==> src/rtl/bcd_xs3_pkg.sv <==
// Shared definitions for the BCD -> excess-3 sequential converter.
// Imported by the converter RTL and by its testbench.
package bcd_xs3_pkg;

    typedef enum logic [1:0] {
        IDLE = 2'd0,
        CONV = 2'd1,
        DONE = 2'd2
    } state_t;

    localparam int         DIGIT_W    = 4;
    localparam logic [3:0] XS3_OFFSET = 4'd3;
    localparam logic [3:0] BCD_MAX    = 4'd9;

endpackage

==> src/rtl/xs3_digit.sv <==
// Single-digit BCD -> excess-3 converter (purely combinational).
// Ports:
//   digit   - 4-bit BCD digit in
//   xs3     - (digit + 3) mod 16; no carry out
//   invalid - digit is not a legal BCD value (> 9)
import bcd_xs3_pkg::*;

module xs3_digit (
    input  logic [DIGIT_W-1:0] digit,
    output logic [DIGIT_W-1:0] xs3,
    output logic               invalid
);

    // 4-bit add wraps naturally, so 1101 -> 0000 without spilling into
    // the neighbouring digit.
    assign xs3     = digit + XS3_OFFSET;
    assign invalid = (digit > BCD_MAX);

endmodule

==> src/rtl/bcd_xs3_seq.sv <==
// Sequential BCD -> excess-3 word converter. One digit per cycle through
// a single shared xs3_digit instance, least-significant digit first.
// Ports:
//   clk, rst_n          - clock, asynchronous active-low reset
//   in_valid, in_ready  - input handshake; in_ready high only in IDLE
//   bcd_in              - packed BCD word, digit 0 in [3:0]
//   out_valid, out_ready- output handshake; out_valid high only in DONE
//   xs3_out             - excess-3 result, same packing as bcd_in
//   err                 - some input digit was > 9
//   busy                - state is not IDLE
import bcd_xs3_pkg::*;

module bcd_xs3_seq #(
    parameter int DIGITS = 4
) (
    input  logic                      clk,
    input  logic                      rst_n,
    input  logic                      in_valid,
    output logic                      in_ready,
    input  logic [DIGITS*DIGIT_W-1:0] bcd_in,
    output logic                      out_valid,
    input  logic                      out_ready,
    output logic [DIGITS*DIGIT_W-1:0] xs3_out,
    output logic                      err,
    output logic                      busy
);

    localparam int              IDX_W = (DIGITS > 1) ? $clog2(DIGITS) : 1;
    localparam logic [IDX_W-1:0] LAST = IDX_W'(DIGITS - 1);

    state_t                      state_q, state_d;
    logic [IDX_W-1:0]            idx_q;
    logic [DIGITS*DIGIT_W-1:0]   word_q;
    logic [DIGITS*DIGIT_W-1:0]   result_q;
    logic                        err_q;

    logic [DIGIT_W-1:0]          cur_digit;
    logic [DIGIT_W-1:0]          cur_xs3;
    logic                        cur_invalid;
    logic                        accept;
    logic                        release_done;

    assign accept       = in_valid  && (state_q == IDLE);
    assign release_done = out_ready && (state_q == DONE);

    assign cur_digit = word_q[idx_q*DIGIT_W +: DIGIT_W];

    xs3_digit u_digit (
        .digit   (cur_digit),
        .xs3     (cur_xs3),
        .invalid (cur_invalid)
    );

    // State register
    always_ff @(posedge clk or negedge rst_n) begin
        if (!rst_n) state_q <= IDLE;
        else        state_q <= state_d;
    end

    // Next-state logic
    always_comb begin
        state_d = state_q;
        case (state_q)
            IDLE:    if (accept)         state_d = CONV;
            CONV:    if (idx_q == LAST)  state_d = DONE;
            DONE:    if (release_done)   state_d = IDLE;
            default:                     state_d = IDLE;
        endcase
    end

    // Datapath: word latch, per-digit result write and error accumulation.
    // The result register is not cleared on accept; every nibble is
    // rewritten before out_valid rises again.
    always_ff @(posedge clk or negedge rst_n) begin
        if (!rst_n) begin
            idx_q    <= '0;
            word_q   <= '0;
            result_q <= '0;
            err_q    <= 1'b0;
        end else if (accept) begin
            word_q <= bcd_in;
            idx_q  <= '0;
            err_q  <= 1'b0;
        end else if (state_q == CONV) begin
            result_q[idx_q*DIGIT_W +: DIGIT_W] <= cur_xs3;
            err_q <= err_q | cur_invalid;
            idx_q <= idx_q + IDX_W'(1);
        end
    end

    assign in_ready  = (state_q == IDLE);
    assign out_valid = (state_q == DONE);
    assign busy      = (state_q != IDLE);
    assign xs3_out   = result_q;
    assign err       = err_q;

endmodule

==> config.mk <==
export PLATFORM = sky130hd
export DESIGN_NAME = bcd_xs3_seq
export DESIGN_NICKNAME = d
export VERILOG_FILES = /design/src/rtl/bcd_xs3_pkg.sv /design/src/rtl/xs3_digit.sv /design/src/rtl/bcd_xs3_seq.sv
export SDC_FILE = /design/constraint.sdc
export NUM_CORES = 1
export LEC_CHECK = 0
export BUFFER_PORTS_ARGS = -buffer_cell sky130_fd_sc_hd__clkbuf_2
export CAP_MARGIN = 5
export CORE_ASPECT_RATIO = 0.9
export CORE_UTILIZATION = 47
export DETAILED_ROUTE_END_ITERATION = 8
export PLACE_DENSITY = 0.74
export SYNTH_ARGS = -nofsm -noshare
export SYNTH_HDL_FRONTEND = slang
export SYNTH_SLANG_ARGS = --single-unit
==> constraint.sdc <==
create_clock -name clk -period 1.7 [get_ports clk]
set_input_delay 0.255 -clock clk [delete_from_list [all_inputs] [get_ports clk]]
set_output_delay 0.255 -clock clk [all_outputs]
set_load 0.03 [all_outputs]
==> run_results.csv, run 1 <==
group,metric,value,unit
status,status,"finished, violations left",
detailed_routing,drc_errors,0,
setup_path,reg2reg_from,"idx_q[0]",
layout,drive_above_1_share,47.2,%
place,dpl_cell_area,0.00204,sq mm
grt,antenna_found_initial,0,
logic_synthesis,ys_ff_latch,37,
setup_path,cp-start-kind,"register",
die,row_count,20,
sta,post-route-period-util,101,%
clocking,clk_pin_slew_worst_paths,70,ps
clocking,clk_latency,280,ps
sta,fmax,0.581,GHz
setup_path,crit_arrival,1900,ps
sta,skew,4.13,ps
logic_synthesis,netlist_instances,136,
sta,tightest_slew,440,ps
grt,gr-total-overflow,0,
logic_synthesis,ys_warn_count,0,
grt,grt_pass1_wl,5470,microns
detailed_routing,wl_per_cell,13.8,microns
sta,slew_headroom,70.6,%
die,die_area,0.00381,sq mm
pwr,p_seq_share,30.7,%
layout,nets,219,
place,gp_congestion,0.811,
sta,rsz0062_at_grt,"yes",
setup_path,worstPathRequired,1880,ps
setup_path,startpoint,"idx_q[0]",
logic_synthesis,synth.distinct_cells,25,
pwr,powerDensity,2290,mW/mm^2
logic_synthesis,netlist_top_cells_area,"dfrtp_1 55%, mux2_2 11%, mux4_2 5.4%, ha_1 5.2%, a22o_1 4.2%",
logic_synthesis,synthesis.nets,163,
clocking,htreeDepth,2,
detailed_routing,ant_nets,0,
hold_path,hp-class,"primary input to async pin",
clocking,cts.sink_count,37,
layout,syn_to_final_growth,29.9,%
logic_synthesis,syn_area,0.00168,sq mm
place,dp_cells,228,
detailed_routing,routed_via_density,5.11,
sta,fin_tns_setup,-57.3,ps
layout,final_cell_count_no_fill,237,
layout,layout_commonest_cell,"clkbuf_2",
detailed_routing,vias,1211,
setup_path,worst_r2r_path_depth,5,
die,die_w,65.0,microns
clocking,cts_hold_buffers,0,
setup_path,path_max_fanout,7,
detailed_routing,wirelength,3280,microns
run,drv_cap,0,
place,dp_hpwl,2590,microns
sta,slew_violations,0,
grt,grt_max_degree,38,
logic_synthesis,synth.avg_cell_area,12.3,sq um
setup_path,reg2reg_to,"xs3_out[10]",
pwr,p_int,2.95,mW
grt,grt_pass1_vias,1241,
detailed_routing,dr.pass1.iters,4,
setup_path,endpoint,"xs3_out[10]",
logic_synthesis,ys_seq_area_share,55.2,%
setup_path,worst-setup-path-type,"register to register",
clocking,cts.path.max_buffers,2,
die,die_h,58.7,microns
status,violations,"setup timing",
pwr,switching_power,2.04,mW
logic_synthesis,synth_top_area_share,55.2,%
logic_synthesis,synth_top_area_cell,"dfrtp_1",
die,ioPinCount,40,
setup_path,cp-end-kind,"register",
clocking,cts-root-buf,"clkbuf_8",
sta,setup_viol,5,
sta,period_needed,1720,ps
layout,design_area,0.00218,sq mm
pwr,power_frac_clock,13.1,%
pwr,p_comb_share,56.2,%
sta,worst_slack,-22.4,ps
layout,mostFrequentLayoutCells,"39 x clkbuf_2, 36 x dfrtp_1, 17 x nand2_1",
layout,n_antenna_cell,0,
sta,hold_viol,0,
die,core,0.00340,sq mm
pwr,p_sw_share,40.8,%
grt,grt_util_all_layers,19.6,%
pwr,leakagePower,1.07,nW
detailed_routing,dr.first_iter.drc_count,36,
setup_path,ff2ff_setup_slack,-20,ps
place,port-buffer-count,39,
clocking,cts_buffers,5,
die,start_util,49.3,%
pwr,ir_worst_vdd,1040,uV
clocking,cts_tree,"built",
kinds of logic (layout without fill, tap and decap cells):
logic type,after synthesis,in the layout,synth area share [%]
simple gates,35,35,9.48
flops,37,37,55.2
compound gates,22,22,9.03
xor+xnor,2,2,1.04
mux,21,21,16.7
fa+ha+maj,7,7,5.22
buf+inv,12,69,3.28
registers in the layout (all words and copies together), names as in the netlist:
register	count
word_q	16
xs3_out	16
idx_q	2
state_q	2
err	1
what timing repair did:
action,in CTS,in global routing
resized for setup,1,5
setup endpoints to repair,9,13
pin swaps,0,2
buffers inserted,1,0
power by group through the flow:
stage / registers, mW / logic, mW / clock network (mW)
5_1_grt: 1.58 / 3.02 / 0.711
2_1_floorplan: 1.73 / 1.57 / 0
4_1_cts: 1.53 / 2.64 / 0.677
3_3_place_gp: 1.52 / 2.51 / 0
3_5_place_dp: 1.55 / 2.60 / 0
6_report: 1.53 / 2.80 / 0.651
critical path, stage by stage, from the launching register on:
cell	delay, ps
dfrtp_2	450
mux4_2	590
inv_2	110
ha_4	160
xnor2_4	90
a22o_1	210
area by class of cell:
cell class / instances / area [sq um]
Clock buffer: 7 / 96.3
Clock inverter: 1 / 5.00
Fill cell: 284 / 1230
Inverter: 8 / 30.0
Multi-Input combinational cell: 87 / 751
Sequential cell: 37 / 927
Tap cell: 44 / 55.1
Timing Repair Buffer: 53 / 313
synth_stat cells:
master	count
mux4_2	4
o21bai_1	1
a22o_1	8
nand2b_1	2
nand4_1	1
dfrtp_1	37
clkbuf_1	1
ha_1	7
buf_2	2
o211ai_1	1
o21ai_0	10
nor2_1	6
buf_6	1
and3_1	1
and2_1	2
mux2i_1	1
nor2b_1	2
inv_1	8
xnor2_1	2
mux2_2	16
o21ai_2	1
o31ai_1	1
nor4_1	2
nand3_1	2
nand2_1	17
metal layers:
metal	vias to the layer above	global-route usage (%)	wire length, microns
met1	577	22.5	1370
met3	7	5.81	160
met4	0	8.25	65
li1	590	-	-
met5	-	0	0
met2	37	34.1	1690
worst min-delay path by stage:
stage | start | end | slack [ps] | cells past startpoint
after floorplan | rst_n | err | -40 | 0
after global placement | rst_n | xs3_out[12] | 310 | 2
after detailed placement | rst_n | xs3_out[4] | 320 | 2
after CTS | rst_n | xs3_out[4] | 10 | 2
after global routing | rst_n | xs3_out[12] | 30 | 2
final | rst_n | state_q[1] | 1 | 2
metrics by stage:
step                worst slack (ps)  util (%)  hold slack, ps  total power [mW]
floorplan                      -3.77         -           -40.6              3.30
global placement               -26.7      59.9             308              4.03
detailed placement              -107      59.9             319              4.15
CTS                            -8.24      63.2            10.3              4.85
global route                   -79.6      64.0            31.7              5.31
finish                         -22.4      64.0            1.04              4.98
Power figures use the tool's default switching activity.
==> run 2, diff against run 1 <==
--- a/config.mk
+++ b/config.mk
@@ -5,12 +5,13 @@
 export SDC_FILE = /design/constraint.sdc
 export NUM_CORES = 1
 export LEC_CHECK = 0
+export ABC_AREA = 1
 export BUFFER_PORTS_ARGS = -buffer_cell sky130_fd_sc_hd__clkbuf_2
 export CAP_MARGIN = 5
 export CORE_ASPECT_RATIO = 0.9
-export CORE_UTILIZATION = 47
+export CORE_UTILIZATION = 48
 export DETAILED_ROUTE_END_ITERATION = 8
-export PLACE_DENSITY = 0.74
+export PLACE_DENSITY = 0.75
 export SYNTH_ARGS = -nofsm -noshare
 export SYNTH_HDL_FRONTEND = slang
 export SYNTH_SLANG_ARGS = --single-unit
==> run 2 against run 1 <==
The run now ends clean. Register-to-register slack better by 150 ps. Synthesized area up 4.2%. Count of clock-buffer cells in the layout unchanged.
==> run_results.csv, run 2 <==
group,metric,value,unit
sta,tightest_slew,409,ps
sta,setup_viol,0,
pwr,switching_power,2.15,mW
layout,regArea,927,sq um
sta,slew_violations,0,
status,status,"complete, no violations",
clocking,cts-root-buf,"clkbuf_8",
setup_path,path_max_fanout,5,
layout,layout_commonest_cell,"nand2_1",
grt,antenna_found_initial,0,
logic_synthesis,synth_common_cells,"51 x nand2_1, 37 x dfrtp_1, 16 x mux2_2",
setup_path,worst-setup-path-type,"register to register",
setup_path,ff2ff_setup_slack,120,ps
logic_synthesis,synth-xor-area-share,0.931,%
pwr,p_sw_share,45.1,%
sta,skew,3.25,ps
place,gp_congestion,0.814,
clocking,cts_tree,"built",
pwr,leakagePower,1.15,nW
clocking,clk_latency,290,ps
layout,final_cell_count_no_fill,269,
logic_synthesis,synthSimpleGateAreaFrac,19.6,%
hold_path,holdPathEnd,"state_q[1]",
detailed_routing,wl_per_cell,12.5,microns
sta,fin_tns_setup,0,ps
grt,grt_util_all_layers,21.1,%
hold_path,hold_depth,2,
logic_synthesis,synthesis.nets,198,
setup_path,worst_r2r_path_depth,10,
logic_synthesis,synth.most_common_cell,"nand2_1",
run,drv_cap,0,
grt,top_usage_layer,"met2",
logic_synthesis,synth_top_family_by_area,"simple AND/OR/NAND/NOR gates",
detailed_routing,drc_errors,0,
layout,mostFrequentLayoutCells,"47 x nand2_1, 39 x clkbuf_2, 36 x dfrtp_1",
logic_synthesis,synth_top_area_cell,"dfrtp_1",
pwr,powerDensity,2160,mW/mm^2
detailed_routing,dr.pass1.iters,4,
setup_path,reg2reg_to,"err",
die,core,0.00343,sq mm
setup_path,cp-start-kind,"register",
logic_synthesis,ys_seq_area_share,53.0,%
logic_synthesis,netlist_top_cells_area,"dfrtp_1 53%, nand2_1 11%, mux2_2 10%, ha_1 5.0%, inv_1 2.8%",
layout,n_antenna_cell,0,
logic_synthesis,syn_area,0.00175,sq mm
pwr,ir_worst_vdd,949,uV
layout,nets,252,
logic_synthesis,synth.area.mux_share,10.9,%
clocking,clk_pin_slew_worst_paths,70,ps
logic_synthesis,synth.avg_cell_area,10.2,sq um
grt,met1_usage,25.9,%
logic_synthesis,synth_top_area_share,53.0,%
logic_synthesis,synth_edf_count,0,
pwr,p_seq_share,31.4,%
clocking,htreeDepth,2,
layout,post-route-util,64.3,%
logic_synthesis,synthAdderAreaFrac,5.01,%
setup_path,reg2reg_from,"idx_q[0]",
layout,multi_input_area,786,sq um
sta,post-route-period-util,92.7,%
detailed_routing,vias,1345,
logic_synthesis,ys_warn_count,0,
die,row_count,20,
logic_synthesis,netlist_instances,171,
die,die_area,0.00388,sq mm
grt,grt_max_degree,38,
grt,grt_use_met2,34.3,%
grt,grt_pass1_wl,5980,microns
layout,drive_above_1_share,40.4,%
sta,hold_viol,0,
logic_synthesis,ys.flop_type,"dfrtp_1",
logic_synthesis,synth_compound_area_share,5.95,%
die,die_h,59.2,microns
logic_synthesis,synth.distinct_cells,25,
sta,period_needed,1580,ps
sta,slew_headroom,72.7,%
detailed_routing,ant_nets,0,
clocking,cts.path.max_buffers,2,
hold_path,hp-class,"primary input to register",
hold_path,min_from,"out_ready",
place,dp_hpwl,2550,microns
setup_path,worstPathRequired,1930,ps
logic_synthesis,ys_ff_latch,37,
clocking,cts_buffers,5,
layout,syn_to_final_growth,26.3,%
logic_synthesis,async_reset_ff_share,100,%
setup_path,cp-end-kind,"register",
place,port-buffer-count,39,
clocking,cts.sink_count,37,
pwr,p_int,2.62,mW
sta,fin_hold_ws,135,ps
place,dp_cells,261,
detailed_routing,wirelength,3370,microns
die,ioPinCount,40,
grt,grt_pass1_vias,1360,
grt,gr-total-overflow,0,
pwr,power_frac_clock,12.8,%
die,start_util,50.9,%
setup_path,crit_arrival,1810,ps
grt,use_met3,5.58,%
pwr,power,4.77,mW
die,die_w,65.6,microns
sta,fmax,0.634,GHz
detailed_routing,routed_via_density,5.00,
layout,fillers,304,
pwr,p_comb_share,55.8,%
detailed_routing,dr.first_iter.drc_count,92,
[run 2: cell count changes after synthesis, moves of 3 or more]
cell     previous run  this run
nand3_1             2         8
nand2_1            17        51
o21ai_1             0         3
a22o_1              8         4
inv_1               8        13
nand2_2             0         3
mux4_2              4         0
o21ai_0            10         4
nor2_2              0         3
[run 2: power by group through the flow]
stage | combinational [mW] | clock (mW) | sequential [mW]
floorplan | 1.50 | 0 | 1.73
global placement | 2.37 | 0 | 1.49
detailed placement | 2.44 | 0 | 1.50
CTS | 2.45 | 0.623 | 1.50
global route | 2.98 | 0.648 | 1.55
finish | 2.66 | 0.608 | 1.50
[run 2: how the worst max path moves through the flow]
stage | slack [ps] | to | start
2_1_floorplan | 110 | xs3_out[6] | idx_q[0]
3_3_place_gp | 110 | xs3_out[14] | idx_q[0]
3_5_place_dp | 10 | xs3_out[14] | idx_q[0]
4_1_cts | 3 | xs3_out[14] | idx_q[0]
5_1_grt | -10 | xs3_out[14] | idx_q[0]
6_report | 120 | err | idx_q[0]
[run 2: routing by layer]
metal  vias up  share of wire, %  wire, microns
li1        673                 -              -
met3         8               3.9            132
met4         0               2.4             81
met5         -                 0              0
met2        34                48           1630
met1       630                45           1530
[run 2: area by class of cell]
type                       instances  share of cell area, %
clock buffer                       7                   3.91
inverter                          15                   2.67
multi-input combinational        116                   35.6
sequential                        37                   42.0
tap                               44                   2.50
timing repair buffer              50                   13.3
[run 2: cells by family (layout without fill, tap and decap cells)]
family,after synthesis,in the layout
AO/OA/AOI/OAI,15,15
XOR/XNOR,1,1
adder cells (fa/ha/maj),7,7
buffers and inverters,18,72
flip-flops,37,37
multiplexers,17,17
AND/OR/NAND/NOR,76,76
[run 2: worst max-delay path, cell delays in order (launching register included)]
cell and delay (ps):
dfrtp_2 450, buf_4 170, nand2_1 60, nand3_1 90
nand2_2 100, buf_4 130, inv_1 50, ha_1 170
o21ai_0 140, nand3_1 100, nand2_1 60
[run 2: through the flow]
step                worst slack (ps)  area, sq um
floorplan                        110         1750
global placement                 113         2060
global route                   -12.8         2210
CTS                             2.73         2160
finish                           123         2210
detailed placement              12.1         2060
[run 2: repair_timing]
item / 4_1_cts / 5_1_grt
hold buffers: 1 / 0
hold endpoints to repair: 37 / 0
gates resized for setup: 1 / 11
pin swaps: 0 / 2
buffers inserted: 0 / 0
setup endpoints to repair: 1 / 15
==> run 3, diff against run 2 <==
--- a/config.mk
+++ b/config.mk
@@ -9,9 +9,10 @@
 export BUFFER_PORTS_ARGS = -buffer_cell sky130_fd_sc_hd__clkbuf_2
 export CAP_MARGIN = 5
 export CORE_ASPECT_RATIO = 0.9
-export CORE_UTILIZATION = 48
+export CORE_UTILIZATION = 49
 export DETAILED_ROUTE_END_ITERATION = 8
 export PLACE_DENSITY = 0.75
 export SYNTH_ARGS = -nofsm -noshare
 export SYNTH_HDL_FRONTEND = slang
+export SYNTH_HIERARCHICAL = 1
 export SYNTH_SLANG_ARGS = --single-unit
==> run 3 against run 2 <==
The run now ends with hold timing left. Synthesized area up 10%. Non-clock buffer count up 2. Power up 22%. Sequential share of layout area down 3.9 points. Global-route usage up 1.2 points. Critical endpoint unchanged.
==> run_results.csv, run 3 <==
group,metric,value,unit
sta,fmax,0.596,GHz
layout,fillers,310,
place,port-buffer-count,39,
die,row_count,21,
grt,gr-total-overflow,0,
detailed_routing,drc_errors,0,
grt,grt_util_all_layers,22.3,%
logic_synthesis,synth.most_common_cell,"nand2_1",
pwr,ir_worst_vdd,1200,uV
setup_path,max_stage_delay,450,ps
logic_synthesis,async_reset_ff_share,100,%
place,gp_congestion,0.838,
die,die_w,68.1,microns
setup_path,reg2reg_to,"err",
detailed_routing,wirelength,4070,microns
layout,mostFrequentLayoutCells,"93 x nand2_1, 39 x clkbuf_2, 36 x dfrtp_1",
setup_path,path_depth,13,
pwr,power_frac_clock,11.0,%
setup_path,worstPathRequired,1920,ps
clocking,cts_buffers,5,
die,die_h,61.5,microns
setup_path,worstPathCellList,"clkinv_4 > nor2_2 > nor2_1 > o21ai_1 > nand2_1 > inv_2 > buf_6 > ha_1 > nor2_1 > nor2_1 > nor2_1 > nand3_1 > nand2_1",
logic_synthesis,ys_seq_area_share,48.1,%
sta,setup_viol,0,
layout,nets,311,
logic_synthesis,synth_top_area_cell,"dfrtp_1",
sta,slew_violations,0,
clocking,htreeDepth,2,
logic_synthesis,synth.distinct_cells,22,
detailed_routing,vias,1661,
sta,rsz0062_at_grt,"yes",
setup_path,worst-setup-path-type,"register to register",
layout,n_antenna_cell,0,
pwr,powerDensity,2390,mW/mm^2
die,die_area,0.00419,sq mm
clocking,cts-root-buf,"clkbuf_8",
clocking,clk_latency,290,ps
detailed_routing,routed_via_density,5.03,
logic_synthesis,synth_edf_count,0,
sta,fin_tns_setup,0,ps
detailed_routing,dr.first_iter.drc_count,86,
logic_synthesis,ys.flop_type,"dfrtp_1",
logic_synthesis,netlist_instances,231,
setup_path,critPathMostFrequentCell,"nor2_1",
logic_synthesis,synth_common_cells,"95 x nand2_1, 37 x dfrtp_1, 17 x nand3_1",
grt,antenna_found_initial,0,
setup_path,endpoint,"err",
die,core,0.00373,sq mm
grt,grt_pass1_vias,1455,
detailed_routing,wl_per_cell,12.3,microns
layout,layout_commonest_cell,"nand2_1",
setup_path,worst_r2r_path_depth,13,
setup_path,cp_num_buf_inv,3,
logic_synthesis,synth_top_area_share,48.1,%
setup_path,cp-end-kind,"register",
pwr,p_comb_share,62.3,%
pwr,switching_power,2.82,mW
pwr,leakagePower,1.31,nW
pwr,p_seq_share,26.7,%
setup_path,cp-start-kind,"register",
layout,syn_to_final_growth,26.2,%
sta,period_needed,1680,ps
detailed_routing,ant_nets,0,
logic_synthesis,syn_area,0.00193,sq mm
status,violations,"hold timing",
layout,post-route-util,65.2,%
sta,tightest_slew,462,ps
setup_path,ff2ff_setup_slack,20,ps
clocking,cts.path.max_buffers,2,
die,start_util,51.6,%
sta,slew_headroom,69.2,%
setup_path,crit_arrival,1900,ps
clocking,clk_pin_slew_worst_paths,80,ps
place,dp_hpwl,2790,microns
clocking,cts_tree,"built",
logic_synthesis,netlist_top_cells_area,"dfrtp_1 48%, nand2_1 19%, ha_1 5.2%, nand3_1 4.4%, nand3_4 3.6%",
hold_path,hp-class,"primary input to async pin",
logic_synthesis,synth.avg_cell_area,8.34,sq um
sta,worst_slack,22.2,ps
sta,skew,7.02,ps
setup_path,crit_path_top_delay_cell,"dfrtp_2",
setup_path,reg2reg_from,"idx_q[0]",
sta,post-route-period-util,98.7,%
setup_path,path_max_fanout,7,
status,status,"finished, violations left",
logic_synthesis,ys_warn_count,6,
logic_synthesis,synthesis.nets,259,
sta,fin_hold_ws,-14.6,ps
logic_synthesis,ys_ff_latch,37,
die,ioPinCount,40,
sta,hold_viol,6,
setup_path,startpoint,"idx_q[0]",
detailed_routing,dr.pass1.iters,4,
run,drv_cap,0,
grt,grt_pass1_wl,6710,microns
layout,drive_above_1_share,32.7,%
clocking,cts.sink_count,37,
setup_path,cp_top_family,"simple AND/OR/NAND/NOR gates",
pwr,p_sw_share,48.6,%
grt,grt_max_degree,38,
pwr,p_int,2.99,mW
place,pre_cts_ws,-26.2,ps
-- run 3: cell types whose count changed after synthesis, sizes merged, moves of 2 or more --
cell    before  now
nand2       54   95
mux2        16    0
nor2         8   21
nand3        9   21
a22o         4    0
clkbuf       0    4
o211ai       0    4
o21a         0    4
inv         15   18
a32o         2    0
nand4        2    0
nor3         2    4
o21ai        7    9
-- run 3: repair_timing --
action	CTS	global route
hold buffers	0	0
gates resized for setup	2	27
pin swaps	0	15
setup buffers	0	4
gates cloned	0	1
setup endpoints to repair	5	15
-- run 3: area by class of cell --
cell class	count	area (sq um)	area share (%)
inverter	18	72.6	2.99
timing repair buffer	52	300	12.4
sequential	37	927	38.1
clock buffer	7	86.3	3.55
timing repair inverter	1	5.00	0.206
tap	46	57.6	2.37
clock inverter	1	7.51	0.309
multi-input combinational	168	975	40.1
-- run 3: how the worst min path moves through the flow --
| stage | endpoint | cells after the start | from | slack (ps) |
|---|---|---|---|---|
| finish | xs3_out[9] | 2 | rst_n | -10 |
| global route | state_q[0] | 2 | rst_n | 30 |
| CTS | word_q[12] | 2 | rst_n | 10 |
| detailed placement | xs3_out[11] | 2 | rst_n | 330 |
| global placement | xs3_out[11] | 2 | rst_n | 320 |
| floorplan | err | 0 | rst_n | -40 |
-- run 3: through the flow --
step	instance area, sq um	total power, mW	hold WS (ps)	cells
2_1_floorplan	1940	3.70	-40.6	231
3_3_place_gp	2210	4.38	319	317
3_5_place_dp	2210	4.44	327	317
4_1_cts	2310	5.16	10.2	325
5_1_grt	2430	6.33	31.1	330
6_report	2430	5.81	-14.6	330
-- run 3: power groups by stage --
stage / registers, mW / clock network (mW) / logic [mW]
after floorplan: 1.83 / 0 / 1.86
after global placement: 1.54 / 0 / 2.84
after CTS: 1.54 / 0.662 / 2.96
after global routing: 1.60 / 0.702 / 4.03
after detailed placement: 1.55 / 0 / 2.89
final: 1.55 / 0.639 / 3.62
-- run 3: metal layers --
metal | share of wire [%] | GRT usage [%] | wire length [microns] | up-vias
li1 | - | - | - | 834
met1 | 49 | 32.3 | 1990 | 792
met2 | 46 | 31.8 | 1890 | 31
met3 | 3.8 | 6.67 | 155 | 4
met4 | 0.93 | 7.14 | 38 | 0
met5 | 0 | 0 | 0 | -
-- run 3: logic make-up (layout without fill, tap and decap cells) --
| group | Yosys count | in the layout | share of synthesized area [%] |
|---|---|---|---|
| fa+ha+maj | 8 | 8 | 5.20 |
| simple gates | 141 | 141 | 34.2 |
| xor+xnor | 1 | 1 | 0.455 |
| buf+inv | 26 | 79 | 6.23 |
| compound gates | 18 | 18 | 5.84 |
| flops | 37 | 37 | 48.1 |
